**src/rtl/quat_addsub_sequencer.sv**
```systemverilog
// -----------------------------------------------------------------------------
// quat_addsub_sequencer
//
// Time-multiplexes one external 16-bit adder/subtractor over the four signed
// components of a quaternion add (A+B) or subtract (A-B). Operands come in
// through a valid/ready handshake. The shared adder is then driven with one
// component per cycle, in the order w, x, y, z. Each sum is registered together
// with its signed-overflow flag. The finished 64-bit result is held on a second
// valid/ready handshake until the consumer takes it.
//
// Parameters
//   SATURATE   1: overflowed components clamp to 16'h7FFF / 16'h8000
//              0: overflowed components keep the wrapped two's-complement sum
//
// Ports
//   clk, rst          clock and synchronous active-high reset
//   in_valid/ready    operand handshake (ready only while idle)
//   in_a, in_b        operand quaternions packed {z,y,x,w}, w in [15:0]
//   in_op             0 = A+B, 1 = A-B
//   adder_p/q/cin     drive to the shared adder (q is the raw B component;
//                     the adder inverts it itself when cin=1)
//   adder_sum/cout    shared adder result (cout is not needed for signed ovf)
//   out_valid/ready   result handshake
//   out_q, out_ovf    result quaternion and per-component overflow (bit0 = w)
//   busy              an operation is in flight or waiting to be taken
// -----------------------------------------------------------------------------
module quat_addsub_sequencer #(
  parameter bit SATURATE = 1'b0
) (
  input  logic        clk,
  input  logic        rst,
  input  logic        in_valid,
  output logic        in_ready,
  input  logic [63:0] in_a,
  input  logic [63:0] in_b,
  input  logic        in_op,
  output logic [15:0] adder_p,
  output logic [15:0] adder_q,
  output logic        adder_cin,
  input  logic [15:0] adder_sum,
  input  logic        adder_cout,
  output logic        out_valid,
  input  logic        out_ready,
  output logic [63:0] out_q,
  output logic [3:0]  out_ovf,
  output logic        busy
);

  typedef enum logic [1:0] {
    IDLE = 2'd0,
    RUN  = 2'd1,
    DONE = 2'd2
  } state_t;

  state_t            state, state_nxt;
  logic [1:0]        idx;
  logic [3:0][15:0]  a_reg;
  logic [3:0][15:0]  b_reg;
  logic              op_reg;
  logic [3:0][15:0]  res_q;

  logic [15:0]       a_comp;
  logic [15:0]       b_comp;
  logic [15:0]       t_comp;
  logic              ovf;
  logic [15:0]       res_comp;

  // Carry-out is meaningless for signed overflow; kept only to tie off the port.
  logic              unused_cout;
  assign unused_cout = adder_cout;

  assign out_q = res_q;

  // ---------------------------------------------------------------------------
  // State register
  // ---------------------------------------------------------------------------
  // NOTE: every clocked assignment is non-blocking so all registers update
  // together from values sampled before the edge, independent of block order.
  always_ff @(posedge clk) begin
    if (rst) begin
      state <= IDLE;
    end else begin
      state <= state_nxt;
    end
  end

  // ---------------------------------------------------------------------------
  // Next-state and handshake / adder-port decode
  // ---------------------------------------------------------------------------
  // NOTE: every output of this block gets a default before the case so no path
  // leaves a signal unassigned, which would otherwise infer a latch.
  always_comb begin
    state_nxt = state;
    in_ready  = 1'b0;
    out_valid = 1'b0;
    busy      = 1'b0;
    adder_p   = '0;
    adder_q   = '0;
    adder_cin = 1'b0;
    unique case (state)
      IDLE: begin
        in_ready = 1'b1;
        if (in_valid) state_nxt = RUN;
      end
      RUN: begin
        busy      = 1'b1;
        adder_p   = a_comp;
        adder_q   = b_comp;
        adder_cin = op_reg;
        if (idx == 2'd3) state_nxt = DONE;
      end
      DONE: begin
        busy      = 1'b1;
        out_valid = 1'b1;
        if (out_ready) state_nxt = IDLE;
      end
      default: state_nxt = IDLE;
    endcase
  end

  // ---------------------------------------------------------------------------
  // Current component, overflow detection and optional saturation
  // ---------------------------------------------------------------------------
  always_comb begin
    a_comp = a_reg[idx];
    b_comp = b_reg[idx];
    // The effective second operand the adder sees: B for add, ~B for subtract
    // (the +1 arrives via cin and cannot change the sign-based overflow test).
    t_comp = b_comp ^ {16{op_reg}};
    ovf    = (a_comp[15] == t_comp[15]) && (adder_sum[15] != a_comp[15]);
    if (SATURATE && ovf) begin
      res_comp = a_comp[15] ? 16'h8000 : 16'h7FFF;
    end else begin
      res_comp = adder_sum;
    end
  end

  // ---------------------------------------------------------------------------
  // Operand, index and result registers
  // ---------------------------------------------------------------------------
  // NOTE: the operand and result registers are reset as well, so a reset
  // always leaves zeros on out_q and nothing of an aborted operation behind.
  always_ff @(posedge clk) begin
    if (rst) begin
      idx     <= '0;
      a_reg   <= '0;
      b_reg   <= '0;
      op_reg  <= 1'b0;
      res_q   <= '0;
      out_ovf <= '0;
    end else begin
      unique case (state)
        IDLE: begin
          if (in_valid) begin
            a_reg   <= in_a;
            b_reg   <= in_b;
            op_reg  <= in_op;
            idx     <= '0;
            out_ovf <= '0;
          end
        end
        RUN: begin
          res_q[idx]   <= res_comp;
          out_ovf[idx] <= ovf;
          // Wraps back to 0 after the z component, ready for the next operation.
          idx          <= idx + 2'd1;
        end
        default: ;
      endcase
    end
  end

endmodule

```
**config.mk**
```make
export PLATFORM = sky130hd
export DESIGN_NAME = quat_addsub_sequencer
export DESIGN_NICKNAME = d
export VERILOG_FILES = /design/src/rtl/quat_addsub_sequencer.sv
export SDC_FILE = /design/constraint.sdc
export NUM_CORES = 1
export LEC_CHECK = 0
export ABC_CLOCK_PERIOD_IN_PS = 3100
export CORE_MARGIN = 10
export CORE_UTILIZATION = 30
export DETAILED_ROUTE_END_ITERATION = 6
export PLACE_DENSITY = 0.64
export SLEW_MARGIN = 20
export SYNTH_ARGS = -nofsm -noshare
export SYNTH_HDL_FRONTEND = slang
export SYNTH_SLANG_ARGS = --single-unit
```
**constraint.sdc**
```tcl
create_clock -name clk -period 3.1 [get_ports clk]
set_input_delay 0.31 -clock clk [delete_from_list [all_inputs] [get_ports clk]]
set_output_delay 0.31 -clock clk [all_outputs]
set_load 0.005 [all_outputs]
```
**Word-level counts from Yosys, hierarchy flattened**

Index checks and enable logic that the tools add are counted.

- Logic and storage cells: 60
- Output and inout port bits: 104
- Flip-flop bits (word level): 201
- Bits of input ports: 150

- Bitwise logic cells: 1
- Muxes and demuxes: 24
- Order comparisons: 2
- Reductions and logical operators: 8
- Equal/unequal tests: 8
- $add $sub $neg: 1

Operator list:

| kind | number |
|---|---|
| two-way mux 16 bit | 5 |
| binary-select mux 16 bit (select 2 bit) | 2 |
| bitwise mux 64 bit | 1 |
| demux 16 bit (select 2 bit) | 1 |
| XOR 16 bit | 1 |
| two-way mux 2 bit | 4 |
| one-hot mux 4 bit (2 select lines) | 1 |
| != test 2 bit (second input constant) | 3 |
| one-hot mux 2 bit (3 select lines) | 1 |
| two-way mux 1 bit | 5 |
| bitwise mux 4 bit | 1 |
| equality test 2 bit (second input constant) | 2 |
| two-way mux 4 bit | 1 |
| one-hot mux 2 bit (2 select lines) | 1 |
| AND reduction 2 bit | 2 |
| < comparator 2 x 3 -> 1 bit (second input constant) | 1 |
| AND reduction 3 bit | 1 |
| adder 2 x 1 -> 2 bit (second input constant) | 1 |
| demux 1 bit (select 2 bit) | 1 |
| equality test 2 x 1 -> 1 bit (second input constant) | 1 |
| >= comparator 2 x 1 -> 1 bit (second input constant) | 1 |
| logical AND 1 bit | 2 |
| zero test 2 bit | 1 |
| nonzero test 2 bit | 1 |
| 3 further kinds | 3 |

**Longest topological paths before layout**

- Depth after elaboration: 7
- Mapped depth: 10
- Depth with buffers taken out: 6

**Worst setup path before layout**

OpenSTA, ideal clock, no wires.

- Path type: reg2reg
- From: register idx[0]
- To: register res_q, in the netlist out_q[37]
- Path buffers: 5
- Slack: 1.024 ns
- Period minus slack after synthesis: 2.076 ns
- Stages on the path, launching flop included: 11
- Arrival: 1.944 ns
- Setup time: 0.132 ns
- Data required time: 2.968 ns
- Cell sequence: dfxtp_1 -> buf_6 -> buf_2 -> buf_2 -> inv_1 -> ha_1 -> and2_1 -> clkbuf_1 -> clkbuf_1 -> nand2_1 -> a21oi_1

- Word-level cells in the longest chain between the ends: 5
- Elaborated cells between the ends (all ways): 6
- Those cells by class: 2 x order compare; 3 x mux; 1 x reduce/logical

Ends and longest elaborated chain:

| element | line | text |
|---|---|---|
| start, declared | 56 | `logic [1:0] idx;` |
| start signal, assigned | 166 | `idx <= idx + 2'd1;` |
| < comparator 2 x 3 -> 1 bit (not written as such) or >= comparator 2 x 1 -> 1 bit (tied branches) | 163 | `res_q[idx] <= res_comp;` |
| logical AND 1 bit (not written as such) | 163 |  |
| two-way mux 16 bit (not written as such) | 163 |  |
| demux 16 bit (select 2 bit) (*) | 163 |  |
| bitwise mux 64 bit (*) | 163 |  |
| end signal, assigned by index | 163 |  |
| end, declared | 60 | `logic [3:0][15:0] res_q;` |

Mark *: on every way between the ends. The rest lies on a longest branch, timed or not.
A chain may end at the register's enable or synchronous reset.

**Worst setup path in the final report**

- From: register idx[1]
- To: output port adder_q[1]

- Word-level cells in the longest chain between the ends: 3

Ends and longest elaborated chain:

| element | line | text |
|---|---|---|
| binary-select mux 16 bit (select 2 bit) | 126 | `b_comp = b_reg[idx];` |
| two-way mux 16 bit (not written as such) | 126 |  |
| two-way mux 16 bit | 100 | `unique case (state)` |
| end, declared | 38 | `output logic [15:0] adder_q,` |

No other way between the ends. The select of a mux whose other input is x is not followed.

==> parameters.txt <==
Parameter                              Value

CTS
  Clock transition time at the flip-flop clock pins of the worst setup and hold paths    roughly 0.060 ns
  H-Tree Level Count    1
  Clock latency of the later-clocked register in the worst-skew pair    ~0.5 ns
  Root Buffer Master    sky130_fd_sc_hd__clkbuf_16
  Number of buffers created by CTS    23
  Maximum buffer depth of the clock tree    3
  Number of gates given a new drive strength after cts    0
  TritonCTS clock tree    built
  TritonCTS sink count    201
  Setup repair bufs after CTS    0
  Post-CTS Hold Fix Bufs    0

Flow run
  Total of max-cap violations    0

Drt
  DRT Pass-1 Iters    5
  Post-route DRC    0
  Detailed-route wire length per cell    17.2 microns
  Total met2 wirelength after detailed routing    between 10,000 and 15,000 microns
  Top Metal Used    met4
  Detailed Route WL    26,500 microns
  Routed length on met3    2220 microns
  Detailed-route wire length on metal 1    11,000 microns
  Total number of vias    7,298
  Count of nets left with antenna violations after detail routing    0
  Via density    4.74
  Number of DRC markers in iteration 0    between 400 and 500

Synth
  Proportion of synthesized chip area in sequential cells    50.1%
  Count of distinct cell types in the synthesized netlist    23
  Total of warnings raised by yosys    0
  Synthesized area divided by synthesized cell count    8.23 sq um
  Count of state elements after synthesis    about 200
  Post-synthesis cell area    around 0.0080 sq mm
  Synth Net Count    1,134
  Instance count of the mapped netlist    977

Worst setup path
  Data required time at the worst endpoint    2.79 ns
  Signal arrival time at the worst endpoint    2.51 ns
  Internal reg-to-reg setup slack    0.88 ns
  Biggest fanout along the worst timing path    16
  Kind of end point of the critical path    output port
  Setup CP Type    reg2out
  Sort of element at the start of the critical path    flop

STA
  Final setup violating endpoints    0
  Unrepaired setup endpoints after global routing    false
  Maximum frequency from static timing analysis    355 MHz
  Worst-margin pin slew    0.739 ns
  Final Skew    0.00853 ns
  Final Hold Violating Endpoints    0
  Final-report max-slew violation count    0
  Worst slack on hold paths    between 0.2 and 0.3 ns
  Accumulated negative setup slack    0 ns
  Final min period    between 2 and 3 ns
  Worst max-slew margin expressed relative to the limit    around 51%
  Final Cycle Share    slightly above 90%

Layout
  Leading cell types in the layout, fill and taps excluded    391 x sky130_fd_sc_hd__nand2_1, 251 x sky130_fd_sc_hd__clkdlybuf4s50_1, 199 x sky130_fd_sc_hd__dfxtp_1, 195 x sky130_fd_sc_hd__a21oi_1, 37 x sky130_fd_sc_hd__and2_1
  Area overhead of the layout relative to synthesis    44.4%
  Final cell count without fillers    1,540
  Final net count    1,347
  Number of fill cells    approximately 2.6k
  Layout cells sized above 1    6.82%
  Most common cell after layout, fill and taps aside    sky130_fd_sc_hd__nand2_1

Min path
  Path type of the worst min-delay path    in2reg

GRT
  First-pass GRT wire length    approximately 41,000 microns
  Number of global-route vias before repair    7,370
  Maximum number of pins on one net before global-route repair    86
  Antenna violations before repair    1
  All-layer global routing usage    15.1%
  Remaining Overflow, GRT    0

Floorplan
  Initial standard-cell utilization of the core    around 31%
  Row count    59
  Width of the die    184 microns
  Top-Level Pins    254
  Core area    around 0.026 sq mm
  Die Span Y    184 microns
  Die Outline Area    0.0337 sq mm

Place
  Last weighted congestion value of the routability-driven placer    0.774
  Port Buffers    252
  Number of cells after detailed placement    1,500
  Total half-perimeter wirelength after legalization and detailed placement    roughly 19,000 microns

Power and ir drop
  Static leakage    between 4 and 5 nW
  Power per unit of standard cell area    roughly 560 mW/mm^2
  Peak VDD IR    0.299 mV

Status
  Status    complete, no violations
-- final timing paths --
path | start | to | cells after the start
worst max-delay path | idx[1] | adder_q[1] | 4
worst min-delay path | rst | out_q[31] | 2
worst max register to register | idx[1] | out_q[9] | 6
worst min register to register | out_q[22] | out_q[22] | 2
-- cell type report --
class / instances / area, sq um / share of cell area [%]
clock inverter: 2 / 37.5 / 0.323
timing repair buffer: 263 / 2690 / 23.2
tap: 335 / 419 / 3.61
clock buffer: 36 / 694 / 5.98
multi-input combinational: 697 / 3710 / 32.0
sequential: 201 / 4030 / 34.7
inverter: 4 / 15.0 / 0.129
antenna: 2 / 5.00 / 0.0431
-- power by group --
part | switching (W) | total [W] | internal, W
clock | 0.00104 | 0.00265 | 0.00160
sequential | 0.0000890 | 0.00284 | 0.00275
combinational | 0.000512 | 0.00103 | 0.000514
-- synthesized netlist by cell type, drive strengths merged --
master,number,area [sq um]
xnor2,1,8.76
a32oi,1,8.76
a21oi,195,976
dfxtp,201,4020
o21ai,9,45.0
nor3,3,15.0
nand2,392,1470
clkbuf,57,214
nor2,3,11.3
nand3,1,5.00
and2,38,238
buf,18,85.1
nand2b,1,6.26
mux4,32,721
nor4b,2,23.8
inv,4,15.0
mux2i,2,20.0
ha,7,87.6
nor2b,10,62.6
-- critical path, stage by stage (launching register included) --
cell	delay (ns)
sky130_fd_sc_hd__dfxtp_2	0.70
sky130_fd_sc_hd__buf_4	0.32
sky130_fd_sc_hd__mux4_2	0.32
sky130_fd_sc_hd__and2_1	0.17
sky130_fd_sc_hd__clkdlybuf4s50_1	0.47
-- kinds of logic (layout without fill, tap and decap cells) --
| logic type | count (synthesis) | count (layout) | share of synthesized area [%] |
|---|---|---|---|
| compound gates | 205 | 205 | 12.8 |
| xor+xnor | 1 | 1 | 0.109 |
| fa+ha+maj | 7 | 7 | 1.09 |
| buf+inv | 79 | 305 | 3.91 |
| flops | 201 | 201 | 50.1 |
| mux | 34 | 34 | 9.22 |
| other cells | 0 | 2 | 0 |
| simple gates | 450 | 450 | 22.8 |
-- metrics by stage --
step / total power (W) / area, sq um / util (%) / setup slack (ns)
final: 0.00652 / 11600 / 44.3 / 0.281
after floorplan: 0.00342 / 8040 / - / 1.02
after CTS: 0.00662 / 11600 / 44.3 / 0.196
after detailed placement: 0.00394 / 10900 / 41.5 / 0.754
after global placement: 0.00393 / 10900 / 41.5 / 0.764
after global routing: 0.00683 / 11600 / 44.3 / 0.142
-- metal layers --
metal	GRT usage (%)	up-vias
li1	-	3647
met4	4.20	0
met5	0	-
met2	26.0	224
met1	17.9	3396
met3	4.43	31
Power figures use the tool's default switching activity.
